File: src/rtl/riscv_bus_pkg.sv
// Shared system-bus definitions: arbiter state type, Wishbone widths and master indices.
package riscv_bus_pkg;

  localparam int unsigned WB_AW = 32;
  localparam int unsigned WB_DW = 32;

  localparam int unsigned M_IFETCH = 0;
  localparam int unsigned M_DATA   = 1;
  localparam int unsigned M_DBG    = 2;

  typedef enum logic {
    IDLE = 1'b0,
    BUSY = 1'b1
  } arb_state_e;

  // Round-robin successor of idx among n requesters.
  function automatic int unsigned rr_next(input int unsigned idx, input int unsigned n);
    return (idx + 1 >= n) ? 0 : idx + 1;
  endfunction

endpackage

File: src/rtl/wb_bus_arbiter_if.sv
// Wishbone classic bundle between NM masters, the arbiter and the single shared slave port.
// Modport slave is the arbiter's view; modport master is the surrounding masters/slave view.
interface wb_bus_arbiter_if
  import riscv_bus_pkg::*;
#(
  parameter int unsigned NM = 3,
  parameter int unsigned AW = WB_AW,
  parameter int unsigned DW = WB_DW
) ();

  logic [NM-1:0]        m_cyc_i;
  logic [NM-1:0]        m_stb_i;
  logic [NM-1:0]        m_we_i;
  logic [NM*AW-1:0]     m_adr_i;
  logic [NM*DW-1:0]     m_dat_i;
  logic [NM*DW/8-1:0]   m_sel_i;
  logic [NM-1:0]        m_ack_o;
  logic [NM-1:0]        m_err_o;
  logic [DW-1:0]        m_dat_o;

  logic                 s_cyc_o;
  logic                 s_stb_o;
  logic                 s_we_o;
  logic [AW-1:0]        s_adr_o;
  logic [DW-1:0]        s_dat_o;
  logic [DW/8-1:0]      s_sel_o;
  logic                 s_ack_i;
  logic                 s_err_i;
  logic [DW-1:0]        s_dat_i;

  modport slave (
    input  m_cyc_i, m_stb_i, m_we_i, m_adr_i, m_dat_i, m_sel_i,
    output m_ack_o, m_err_o, m_dat_o,
    output s_cyc_o, s_stb_o, s_we_o, s_adr_o, s_dat_o, s_sel_o,
    input  s_ack_i, s_err_i, s_dat_i
  );

  modport master (
    output m_cyc_i, m_stb_i, m_we_i, m_adr_i, m_dat_i, m_sel_i,
    input  m_ack_o, m_err_o, m_dat_o,
    input  s_cyc_o, s_stb_o, s_we_o, s_adr_o, s_dat_o, s_sel_o,
    output s_ack_i, s_err_i, s_dat_i
  );

endinterface

File: src/rtl/rr_prio_sel.sv
// Combinational rotate-priority picker: first set request at or after ptr_i, wrapping modulo NM.
module rr_prio_sel #(
  parameter int unsigned NM = 3,
  parameter int unsigned PW = $clog2(NM)
) (
  input  logic [NM-1:0] req_i,
  input  logic [PW-1:0] ptr_i,
  output logic [NM-1:0] gnt_o,
  output logic          valid_o
);

  int unsigned idx;

  always_comb begin
    gnt_o   = '0;
    valid_o = 1'b0;
    idx     = 0;
    for (int unsigned i = 0; i < NM; i++) begin
      idx = (32'(ptr_i) + i) % NM;
      if (!valid_o && req_i[idx]) begin
        gnt_o[idx] = 1'b1;
        valid_o    = 1'b1;
      end
    end
  end

endmodule

File: src/rtl/wb_bus_arbiter.sv
// Registered round-robin Wishbone classic arbiter: NM masters share one slave port per CYC tenure.
// Define WB_ARB_TIMEOUT_EN to terminate transfers unanswered for TIMEOUT cycles with a bus error.
module wb_bus_arbiter
  import riscv_bus_pkg::*;
#(
  parameter int unsigned NM      = 3,
  parameter int unsigned AW      = WB_AW,
  parameter int unsigned DW      = WB_DW,
  parameter int unsigned TIMEOUT = 255
) (
  input  logic              clk,
  input  logic              rst,
  wb_bus_arbiter_if.slave   bus,
  output logic [NM-1:0]     gnt_o
);

  localparam int unsigned PW = $clog2(NM);
  localparam int unsigned SW = DW / 8;

  arb_state_e    state_q;
  logic [NM-1:0] gnt_q;
  logic [PW-1:0] ptr_q;
  logic [PW-1:0] idx_q;

  logic [NM-1:0] pick_gnt;
  logic          pick_valid;
  logic [PW-1:0] pick_idx;

  logic          busy;
  logic [PW-1:0] src;
  logic          cur_cyc;
  logic          cur_stb;
  logic          cur_we;
  logic          to_hit;
  logic          rel;

  logic [AW-1:0] adr_arr [NM];
  logic [DW-1:0] dat_arr [NM];
  logic [SW-1:0] sel_arr [NM];

  for (genvar g = 0; g < NM; g++) begin : g_unpack
    assign adr_arr[g] = bus.m_adr_i[g*AW +: AW];
    assign dat_arr[g] = bus.m_dat_i[g*DW +: DW];
    assign sel_arr[g] = bus.m_sel_i[g*SW +: SW];
  end

  rr_prio_sel #(
    .NM (NM),
    .PW (PW)
  ) u_rr_prio_sel (
    .req_i   (bus.m_cyc_i),
    .ptr_i   (ptr_q),
    .gnt_o   (pick_gnt),
    .valid_o (pick_valid)
  );

  always_comb begin
    pick_idx = '0;
    for (int i = 0; i < NM; i++) begin
      if (pick_gnt[i]) pick_idx = PW'(i);
    end
  end

  assign busy = (state_q == BUSY);
  // Outside a tenure the address/data path parks on master 0.
  assign src  = busy ? idx_q : '0;

  always_comb begin
    cur_cyc = bus.m_cyc_i[src];
    cur_stb = bus.m_stb_i[src];
    cur_we  = bus.m_we_i[src];
  end

  assign rel = busy && (!cur_cyc || to_hit);

`ifdef WB_ARB_TIMEOUT_EN
  localparam int unsigned CW = $clog2(TIMEOUT + 1);

  logic [CW-1:0] tmo_q;

  assign to_hit = busy && (tmo_q == CW'(TIMEOUT));

  always_ff @(posedge clk or posedge rst) begin
    if (rst) begin
      tmo_q <= '0;
    end else if (busy && !rel && cur_stb && !bus.s_ack_i && !bus.s_err_i) begin
      tmo_q <= tmo_q + 1'b1;
    end else begin
      tmo_q <= '0;
    end
  end
`else
  assign to_hit = 1'b0;
`endif

  always_ff @(posedge clk or posedge rst) begin
    if (rst) begin
      state_q <= IDLE;
      gnt_q   <= '0;
      ptr_q   <= '0;
      idx_q   <= '0;
    end else begin
      unique case (state_q)
        IDLE: begin
          if (pick_valid) begin
            state_q <= BUSY;
            gnt_q   <= pick_gnt;
            idx_q   <= pick_idx;
          end
        end
        BUSY: begin
          if (rel) begin
            state_q <= IDLE;
            gnt_q   <= '0;
            ptr_q   <= PW'(rr_next(32'(idx_q), NM));
          end
        end
        default: state_q <= IDLE;
      endcase
    end
  end

  assign bus.s_cyc_o = busy & cur_cyc & ~to_hit;
  assign bus.s_stb_o = busy & cur_stb & ~to_hit;
  assign bus.s_we_o  = busy & cur_we;
  assign bus.s_adr_o = adr_arr[src];
  assign bus.s_dat_o = dat_arr[src];
  assign bus.s_sel_o = sel_arr[src];
  assign bus.m_dat_o = bus.s_dat_i;
  assign gnt_o       = gnt_q;

  // An ACK arriving as the owner drops CYC is still routed back to it.
  always_comb begin
    bus.m_ack_o = '0;
    bus.m_err_o = '0;
    for (int i = 0; i < NM; i++) begin
      if (busy && (idx_q == PW'(i))) begin
        bus.m_ack_o[i] = bus.s_ack_i;
        bus.m_err_o[i] = bus.s_err_i | to_hit;
      end
    end
  end

endmodule

File: src/flat_wrapper.sv
// flat-port wrapper written by rule: the top's interface ports become plain ports
module wb_bus_arbiter_flat import riscv_bus_pkg::*;
#(
  parameter int unsigned NM      = 3,
  parameter int unsigned AW      = WB_AW,
  parameter int unsigned DW      = WB_DW,
  parameter int unsigned TIMEOUT = 255
)
  (clk, rst, gnt_o, bus_m_cyc_i, bus_m_stb_i, bus_m_we_i, bus_m_adr_i, bus_m_dat_i, bus_m_sel_i, bus_m_ack_o, bus_m_err_o, bus_m_dat_o, bus_s_cyc_o, bus_s_stb_o, bus_s_we_o, bus_s_adr_o, bus_s_dat_o, bus_s_sel_o, bus_s_ack_i, bus_s_err_i, bus_s_dat_i);
  wb_bus_arbiter_if #(.NM(NM), .AW(AW), .DW(DW)) bus_i ();
  input  logic clk;
  input  logic rst;
  output logic [NM-1:0] gnt_o;
  input wire logic [$bits(bus_i.m_cyc_i)-1:0] bus_m_cyc_i;
  input wire logic [$bits(bus_i.m_stb_i)-1:0] bus_m_stb_i;
  input wire logic [$bits(bus_i.m_we_i)-1:0] bus_m_we_i;
  input wire logic [$bits(bus_i.m_adr_i)-1:0] bus_m_adr_i;
  input wire logic [$bits(bus_i.m_dat_i)-1:0] bus_m_dat_i;
  input wire logic [$bits(bus_i.m_sel_i)-1:0] bus_m_sel_i;
  output wire logic [$bits(bus_i.m_ack_o)-1:0] bus_m_ack_o;
  output wire logic [$bits(bus_i.m_err_o)-1:0] bus_m_err_o;
  output wire logic [$bits(bus_i.m_dat_o)-1:0] bus_m_dat_o;
  output wire logic [$bits(bus_i.s_cyc_o)-1:0] bus_s_cyc_o;
  output wire logic [$bits(bus_i.s_stb_o)-1:0] bus_s_stb_o;
  output wire logic [$bits(bus_i.s_we_o)-1:0] bus_s_we_o;
  output wire logic [$bits(bus_i.s_adr_o)-1:0] bus_s_adr_o;
  output wire logic [$bits(bus_i.s_dat_o)-1:0] bus_s_dat_o;
  output wire logic [$bits(bus_i.s_sel_o)-1:0] bus_s_sel_o;
  input wire logic [$bits(bus_i.s_ack_i)-1:0] bus_s_ack_i;
  input wire logic [$bits(bus_i.s_err_i)-1:0] bus_s_err_i;
  input wire logic [$bits(bus_i.s_dat_i)-1:0] bus_s_dat_i;
  assign bus_i.m_cyc_i = bus_m_cyc_i;
  assign bus_i.m_stb_i = bus_m_stb_i;
  assign bus_i.m_we_i = bus_m_we_i;
  assign bus_i.m_adr_i = bus_m_adr_i;
  assign bus_i.m_dat_i = bus_m_dat_i;
  assign bus_i.m_sel_i = bus_m_sel_i;
  assign bus_m_ack_o = bus_i.m_ack_o;
  assign bus_m_err_o = bus_i.m_err_o;
  assign bus_m_dat_o = bus_i.m_dat_o;
  assign bus_s_cyc_o = bus_i.s_cyc_o;
  assign bus_s_stb_o = bus_i.s_stb_o;
  assign bus_s_we_o = bus_i.s_we_o;
  assign bus_s_adr_o = bus_i.s_adr_o;
  assign bus_s_dat_o = bus_i.s_dat_o;
  assign bus_s_sel_o = bus_i.s_sel_o;
  assign bus_i.s_ack_i = bus_s_ack_i;
  assign bus_i.s_err_i = bus_s_err_i;
  assign bus_i.s_dat_i = bus_s_dat_i;
  wb_bus_arbiter #(.NM(NM), .AW(AW), .DW(DW), .TIMEOUT(TIMEOUT)) u_core (.clk(clk), .rst(rst), .bus(bus_i), .gnt_o(gnt_o));
endmodule
File: config.mk
export PLATFORM = sky130hd
export DESIGN_NAME = wb_bus_arbiter_flat
export DESIGN_NICKNAME = d
export VERILOG_FILES = /design/src/rtl/riscv_bus_pkg.sv /design/src/rtl/wb_bus_arbiter_if.sv /design/src/rtl/rr_prio_sel.sv /design/src/rtl/wb_bus_arbiter.sv /design/src/flat_wrapper.sv
export SDC_FILE = /design/constraint.sdc
export NUM_CORES = 1
export LEC_CHECK = 0
export ABC_AREA = 1
export BUFFER_PORTS_ARGS = -buffer_cell sky130_fd_sc_hd__buf_2
export CORE_AREA = 2 2 139 141
export DETAILED_ROUTE_END_ITERATION = 7
export DIE_AREA = 0 0 141 143
export SKIP_CTS_REPAIR_TIMING = 1
export SYNTH_ARGS = -nofsm -noshare
export SYNTH_HDL_FRONTEND = slang
export SYNTH_SLANG_ARGS = --single-unit
File: constraint.sdc
create_clock -name clk -period 2.6 [get_ports clk]
set_input_delay 0.13 -clock clk [delete_from_list [all_inputs] [get_ports clk]]
set_output_delay 0.13 -clock clk [all_outputs]
set_load 0.02 [all_outputs]
# ---- Yosys cells after proc, flatten, opt, wreduce, memory -nomap -nowiden
# Cells that the tools add are included.
# W data, S select, Z words.
dict set report classes {
  div 3
  n_mux 49
  n_eq_ne 4
  bitwise 7
  reduce_logical 16
  order_cmp 9
  add_sub_neg 3
}
# cell count
set ops {}
lappend ops {{$bmux W32 S2} 2}
lappend ops {{$mux W32} 4}
lappend ops {{$ge A32 B1 Y1 const B} 3}
lappend ops {{$lt A32 B3 Y1 const B} 3}
lappend ops {{$mod A32 B2 Y32 const B} 2}
lappend ops {{$mod A2 B2 Y32 const B} 1}
lappend ops {{$mux W1} 21}
lappend ops {{$mux W3} 5}
lappend ops {{$bmux W1 S2} 6}
lappend ops {{$logic_and A1 B1 Y1} 9}
lappend ops {{$bmux W4 S2} 1}
lappend ops {{$mux W4} 2}
lappend ops {{$add A2 B1 Y3 const B} 2}
lappend ops {{$demux W1 S2} 3}
lappend ops {{$mux W2} 3}
lappend ops {{$or A3 B3 Y3} 2}
lappend ops {{$pmux W3 S2} 1}
lappend ops {{$reduce_and A2 Y1} 3}
lappend ops {{$add A2 B2 Y3 const B} 1}
lappend ops {{$and A1 B1 Y1} 3}
lappend ops {{$ge A3 B2 Y1 const B} 1}
lappend ops {{$ge A3 B3 Y1 const B} 1}
lappend ops {{$logic_not A1 Y1} 3}
lappend ops {{$lt A2 B3 Y1 const B} 1}
lappend ops {{8 further kinds} 8}
dict set report word_totals {
  reg_bits 8
  output_inout_bits 112
}

# ---- Depth between registers and ports, before layout
dict set report depth {
  depth_word 12
  mapped_depth 12
  depth_no_buf 12
}

# ---- By module
# Synthesis repeated with hierarchy kept, for this count alone.
dict set report unflattened {
  hier_cells 448
  hier_area_um2 2319.7
}
# module n_inst seq_area_each_um2 cells_each area_each_um2
set by_module_without_submodules {}
lappend by_module_without_submodules {wb_bus_arbiter 1 200.2 398 2043.2}
lappend by_module_without_submodules {rr_prio_sel 1 0.0 50 276.5}

# ---- Least setup slack after synthesis
# Ideal clock, no wire load.
dict set report synth_path {
  path_type {reg2reg}
  from {reg u_core.ptr_q[0]}
  to {reg u_core.gnt_q[0] (netlist: u_core.gnt_o[0])}
  stages_incl_launch_ff 11
  setup_time_ps 123
  path_buffers 0
  setup_slack_ps 1023
  arrival_time_ps 1454
  path_cell_list {dfrtp_1 > inv_1 > ha_1 > o21ai_0 > nand3_1 > nand3_1 > nand2_1 > inv_1 > nor2_4 > nand2_1 > nand2_1}
}
dict set report synth_via {
  elab_chain_len 12
  elab_cells_between_ends 42
}
# item line
set synth_rtl {}
lappend synth_rtl {{start, declared} wb_bus_arbiter.sv:22} ;# logic [PW-1:0] ptr_q;
lappend synth_rtl {{start signal, assigned} wb_bus_arbiter.sv:115} ;# ptr_q <= PW'(rr_next(32'(idx_q), NM));
lappend synth_rtl {{$add A2 B1 Y3 or $mod A2 B2 Y32 (tied branches)} rr_prio_sel.sv:19} ;# idx = (32'(ptr_i) + i) % NM;
lappend synth_rtl {{$mod A32 B2 Y32 (tied with other cells)} rr_prio_sel.sv:19}
lappend synth_rtl {{$ge A32 B1 Y1 (not written as such) (tied with other cells)} rr_prio_sel.sv:21} ;# gnt_o[idx] = 1'b1;
lappend synth_rtl {{$logic_and A1 B1 Y1 (not written as such) (tied with other cells)} rr_prio_sel.sv:21}
lappend synth_rtl {{$mux W1 (not written as such) (tied with other cells)} rr_prio_sel.sv:21}
lappend synth_rtl {{$demux W1 S2 (tied with other cells)} rr_prio_sel.sv:21}
lappend synth_rtl {{$or A3 B3 Y3 (no source line) or $mux W1 (tied branches)} n/a}
lappend synth_rtl {{$mux W3 or $logic_not A1 Y1 (tied branches)} rr_prio_sel.sv:20} ;# if (!valid_o && req_i[idx]) begin
lappend synth_rtl {{$or A3 B3 Y3 (no source line) or $logic_and A1 B1 Y1 (tied branches)} n/a}
lappend synth_rtl {{$mux W3 or $mux W1 (tied branches)} rr_prio_sel.sv:20}
lappend synth_rtl {{$mux W3 or $ne A2 B1 Y1 (tied branches)} n/a}
lappend synth_rtl {{$pmux W3 S2 or $reduce_and A2 Y1 (tied branches)} n/a}
lappend synth_rtl {{end signal, assigned} wb_bus_arbiter.sv:107} ;# gnt_q <= pick_gnt;
lappend synth_rtl {{end, declared} wb_bus_arbiter.sv:21} ;# logic [NM-1:0] gnt_q;
# Several ways; a longest one is shown, not always the timed one. The select of a mux whose other input is x is not followed.
# A chain may end at the register's enable or synchronous reset.

# ---- Worst setup path in the final report
dict set report layout_path {
  from {reg u_core.state_q (netlist: u_core.busy)}
  to {out bus_s_dat_o[23]}
}
dict set report layout_via {
  elab_chain_len 5
}
# item line
set layout_rtl {}
lappend layout_rtl {{start, declared} wb_bus_arbiter.sv:20} ;# arb_state_e state_q;
lappend layout_rtl {{start signal, assigned} wb_bus_arbiter.sv:98} ;# state_q <= IDLE;
lappend layout_rtl {{start signal, assigned} wb_bus_arbiter.sv:106} ;# state_q <= BUSY;
lappend layout_rtl {{start signal, assigned} wb_bus_arbiter.sv:113} ;# state_q <= IDLE;
lappend layout_rtl {{$mux W2} wb_bus_arbiter.sv:66} ;# assign src = busy ? idx_q : '0;
lappend layout_rtl {{$not A2 Y3 (not written as such)} wb_bus_arbiter.sv:127} ;# assign bus.s_dat_o = dat_arr[src];
lappend layout_rtl {{$bmux W32 S2} wb_bus_arbiter.sv:127}
lappend layout_rtl {{$mux W32 (not written as such) (2 in a row)} wb_bus_arbiter.sv:127}
lappend layout_rtl {{end, declared} flat_wrapper.sv:27} ;# output wire logic [$bits(bus_i.s_dat_o)-1:0] bus_s_dat_o;
# No other way between the ends. The select of a mux whose other input is x is not followed.

==> flow_metrics.py <==
metrics = {
    "route": {
        "routed-via-count": 3962,
        "vias_per_cell": 4.27,
        "antenna_left": 0,
        "drc_errors": 0,
        "wl_um": 12200,
        "drtPass1Iterations": 6,
        "wire_per_inst_um": 13.2,
        "drtIter0Drc": 228,
    },
    "yosys": {
        "synth.area.top_cells": "o21ai_0 (30%), nand2_1 (16%), nor2_1 (13%)",
        "syn-num-nets": 701,
        "yosysTopAreaCell": "o21ai_0",
        "yosysUniqueCellTypes": 24,
        "netlist.area_leader.share_pct": 30.0,
        "ys_seq_area_share_pct": 8.75,
        "syn_area_per_cell_um2": 5.11,
        "netlist_instances": 448,
        "ys_ff_latch": 8,
        "ys_warn_count": 0,
        "syn_area_um2": 2290,
    },
    "flow_run": {
        "max-cap-violations": 0,
    },
    "cts": {
        "htree_levels": 1,
        "path_clk_slew_ns": 0.03,
        "ctsRootBufferMaster": "clkbuf_16",
        "cts_buffers": 3,
        "insertion_delay_ns": 0.23,
        "cts_tree": "done",
        "clock_sinks": 8,
        "cts.path.max_buffers": 2,
    },
    "sta": {
        "setup_ws_ns": 0.704,
        "setup_tns_ns": 0,
        "finalCritPeriodShare_pct": 72.9,
        "drv_slew": 0,
        "fmax_mhz": 527,
        "skew_ns": 0.00248,
        "rsz0062_at_grt": "false",
        "hold_viol": 0,
        "worst_slew_pin_slew_ns": 0.445,
        "period_needed_ns": 1.90,
        "max-slew-margin-rel_pct": 70.3,
        "setup_viol": 0,
    },
    "global_route": {
        "grtUsageMet1_pct": 12.0,
        "grt-busiest-layer": "met2",
        "overflow": 0,
        "grt_use_total_pct": 10.7,
        "grt_pass1_vias": 3425,
        "met3_usage_pct": 1.95,
        "grt_use_met2_pct": 20.3,
        "grt_first_pass_wirelength_um": 17200,
        "antenna_found_initial": 0,
        "grt_max_degree": 73,
    },
    "critical_path": {
        "arrival_ns": 1.77,
        "worst_setup_path_start_kind": "flip-flop",
        "reg2reg_from": "u_core.ptr_q[0]",
        "worstPathMaxFanout": 41,
        "startpoint": "u_core.busy",
        "crit_required_ns": 2.47,
        "path_class": "flip-flop to output pin",
        "critPathCaptureType": "output pin",
    },
    "layout": {
        "syn2layout_area_growth_pct": 68.3,
        "multi_input_area_um2": 1640,
        "nFillCells": 2114,
        "regArea_um2": 200,
        "drive_gt1_share_pct": 46.0,
        "mostFrequentLayoutCell": "buf_2",
        "antenna_cells": 0,
        "final_cell_mix": "buf_2 (296), o21ai_0 (137), nand2_1 (99)",
        "final_nets": 949,
    },
    "die": {
        "initial_utilization_pct": 12.3,
        "die_x_um": 141,
        "fp-row-count": 50,
        "ios": 361,
        "die-area_um2": 20200,
        "die_h_um": 143,
        "core_um2": 18600,
    },
    "worst_hold_path": {
        "min-delay-start": "bus_s_dat_i[13]",
        "min_path_type": "input pin to output pin",
    },
    "pwr": {
        "p_per_area_nw_per_um2": 882,
        "max-vdd-ir-drop_uv": 254,
        "power.leakage_nw": 2.07,
    },
    "status": {
        "status": "complete, no violations",
    },
    "placement": {
        "place.gp.congestion": 0.913,
        "io_buffers": 296,
        "dp_hpwl_um": 9830,
        "place_ws_ns": 0.819,
    },
}
==> report_power, final <==
group	switching (mW)	leakage, nW	total (mW)	internal (mW)
clock network	0.0569	0.0370	0.255	0.198
logic	1.99	1.93	2.92	0.930
registers	0.0385	0.103	0.216	0.177
total	2.09	2.07	3.40	1.31
==> cell families after synthesis <==
logic type / share of synthesized area (%)
and+or+nand+nor: 34.9
AOI/OAI and AO/OA: 34.4
DFF: 8.75
adders and majority gates: 2.19
buffers and inverters: 19.8
==> final cells by class <==
class	instances	share of cell area, %
Clock buffer	3	1.95
Tap cell	234	7.60
Inverter	23	2.24
Sequential cell	8	5.20
Timing Repair Buffer	303	40.5
Multi-Input combinational cell	357	42.5
==> synth_stat cells (all sizes together) <==
cell / count
dfrtp: 8
nor2: 80
nor3: 1
nand4: 1
o21ai: 146
nand3: 15
a21oi: 3
ha: 4
nand2: 103
o21bai: 2
buf: 46
inv: 23
o211ai: 1
o22ai: 1
clkbuf: 14
==> registers in the layout, indices dropped and copies added (netlist names) <==
register,cells
u_core.busy,1
u_core.gnt_o,3
u_core.idx_q,2
u_core.ptr_q,2
==> metrics by stage <==
| stage | hold WS [ns] | power, mW | instances | cell area, um^2 | utilization (%) |
|---|---|---|---|---|---|
| after floorplan | -0.0543 | 2.17 | 448 | 2290 | - |
| after global placement | 0.0895 | 3.14 | 924 | 3770 | 20.3 |
| after detailed placement | 0.0994 | 3.13 | 924 | 3770 | 20.3 |
| after CTS | -0.143 | 3.40 | 927 | 3840 | 20.7 |
| after global routing | 0.260 | 3.70 | 928 | 3850 | 20.7 |
| final | 0.260 | 3.40 | 928 | 3850 | 20.7 |
==> worst max-delay path, stage by stage, from the launching register on <==
cell and delay [ns]:
dfrtp_1 0.39, nand2_2 0.09, inv_2 0.05, nand2_2 0.08, inv_2 0.06, buf_4 0.37, nand2_1 0.13, o21ai_0 0.12
buf_2 0.20
==> path summary, 6_finish.rpt <==
check,slack [ns],depth (start not counted),to
setup / recovery,0.70,8,bus_s_dat_o[23]
hold / removal,0.26,0,bus_m_dat_o[13]
setup reg to reg,0.74,10,u_core.gnt_o[0]
hold reg to reg,0.46,2,u_core.gnt_o[1]
max in group asynchronous,1.98,3,u_core.idx_q[0]
min in group asynchronous,0.39,3,u_core.ptr_q[1]
==> metal layers <==
| layer | routed length (um) | share of wire (%) |
|---|---|---|
| met1 | 4490 | 37 |
| met2 | 6200 | 51 |
| met3 | 1190 | 9.7 |
| met4 | 363 | 3.0 |
| met5 | 0 | 0 |
Note: power is estimated with default switching activity, not from simulation.
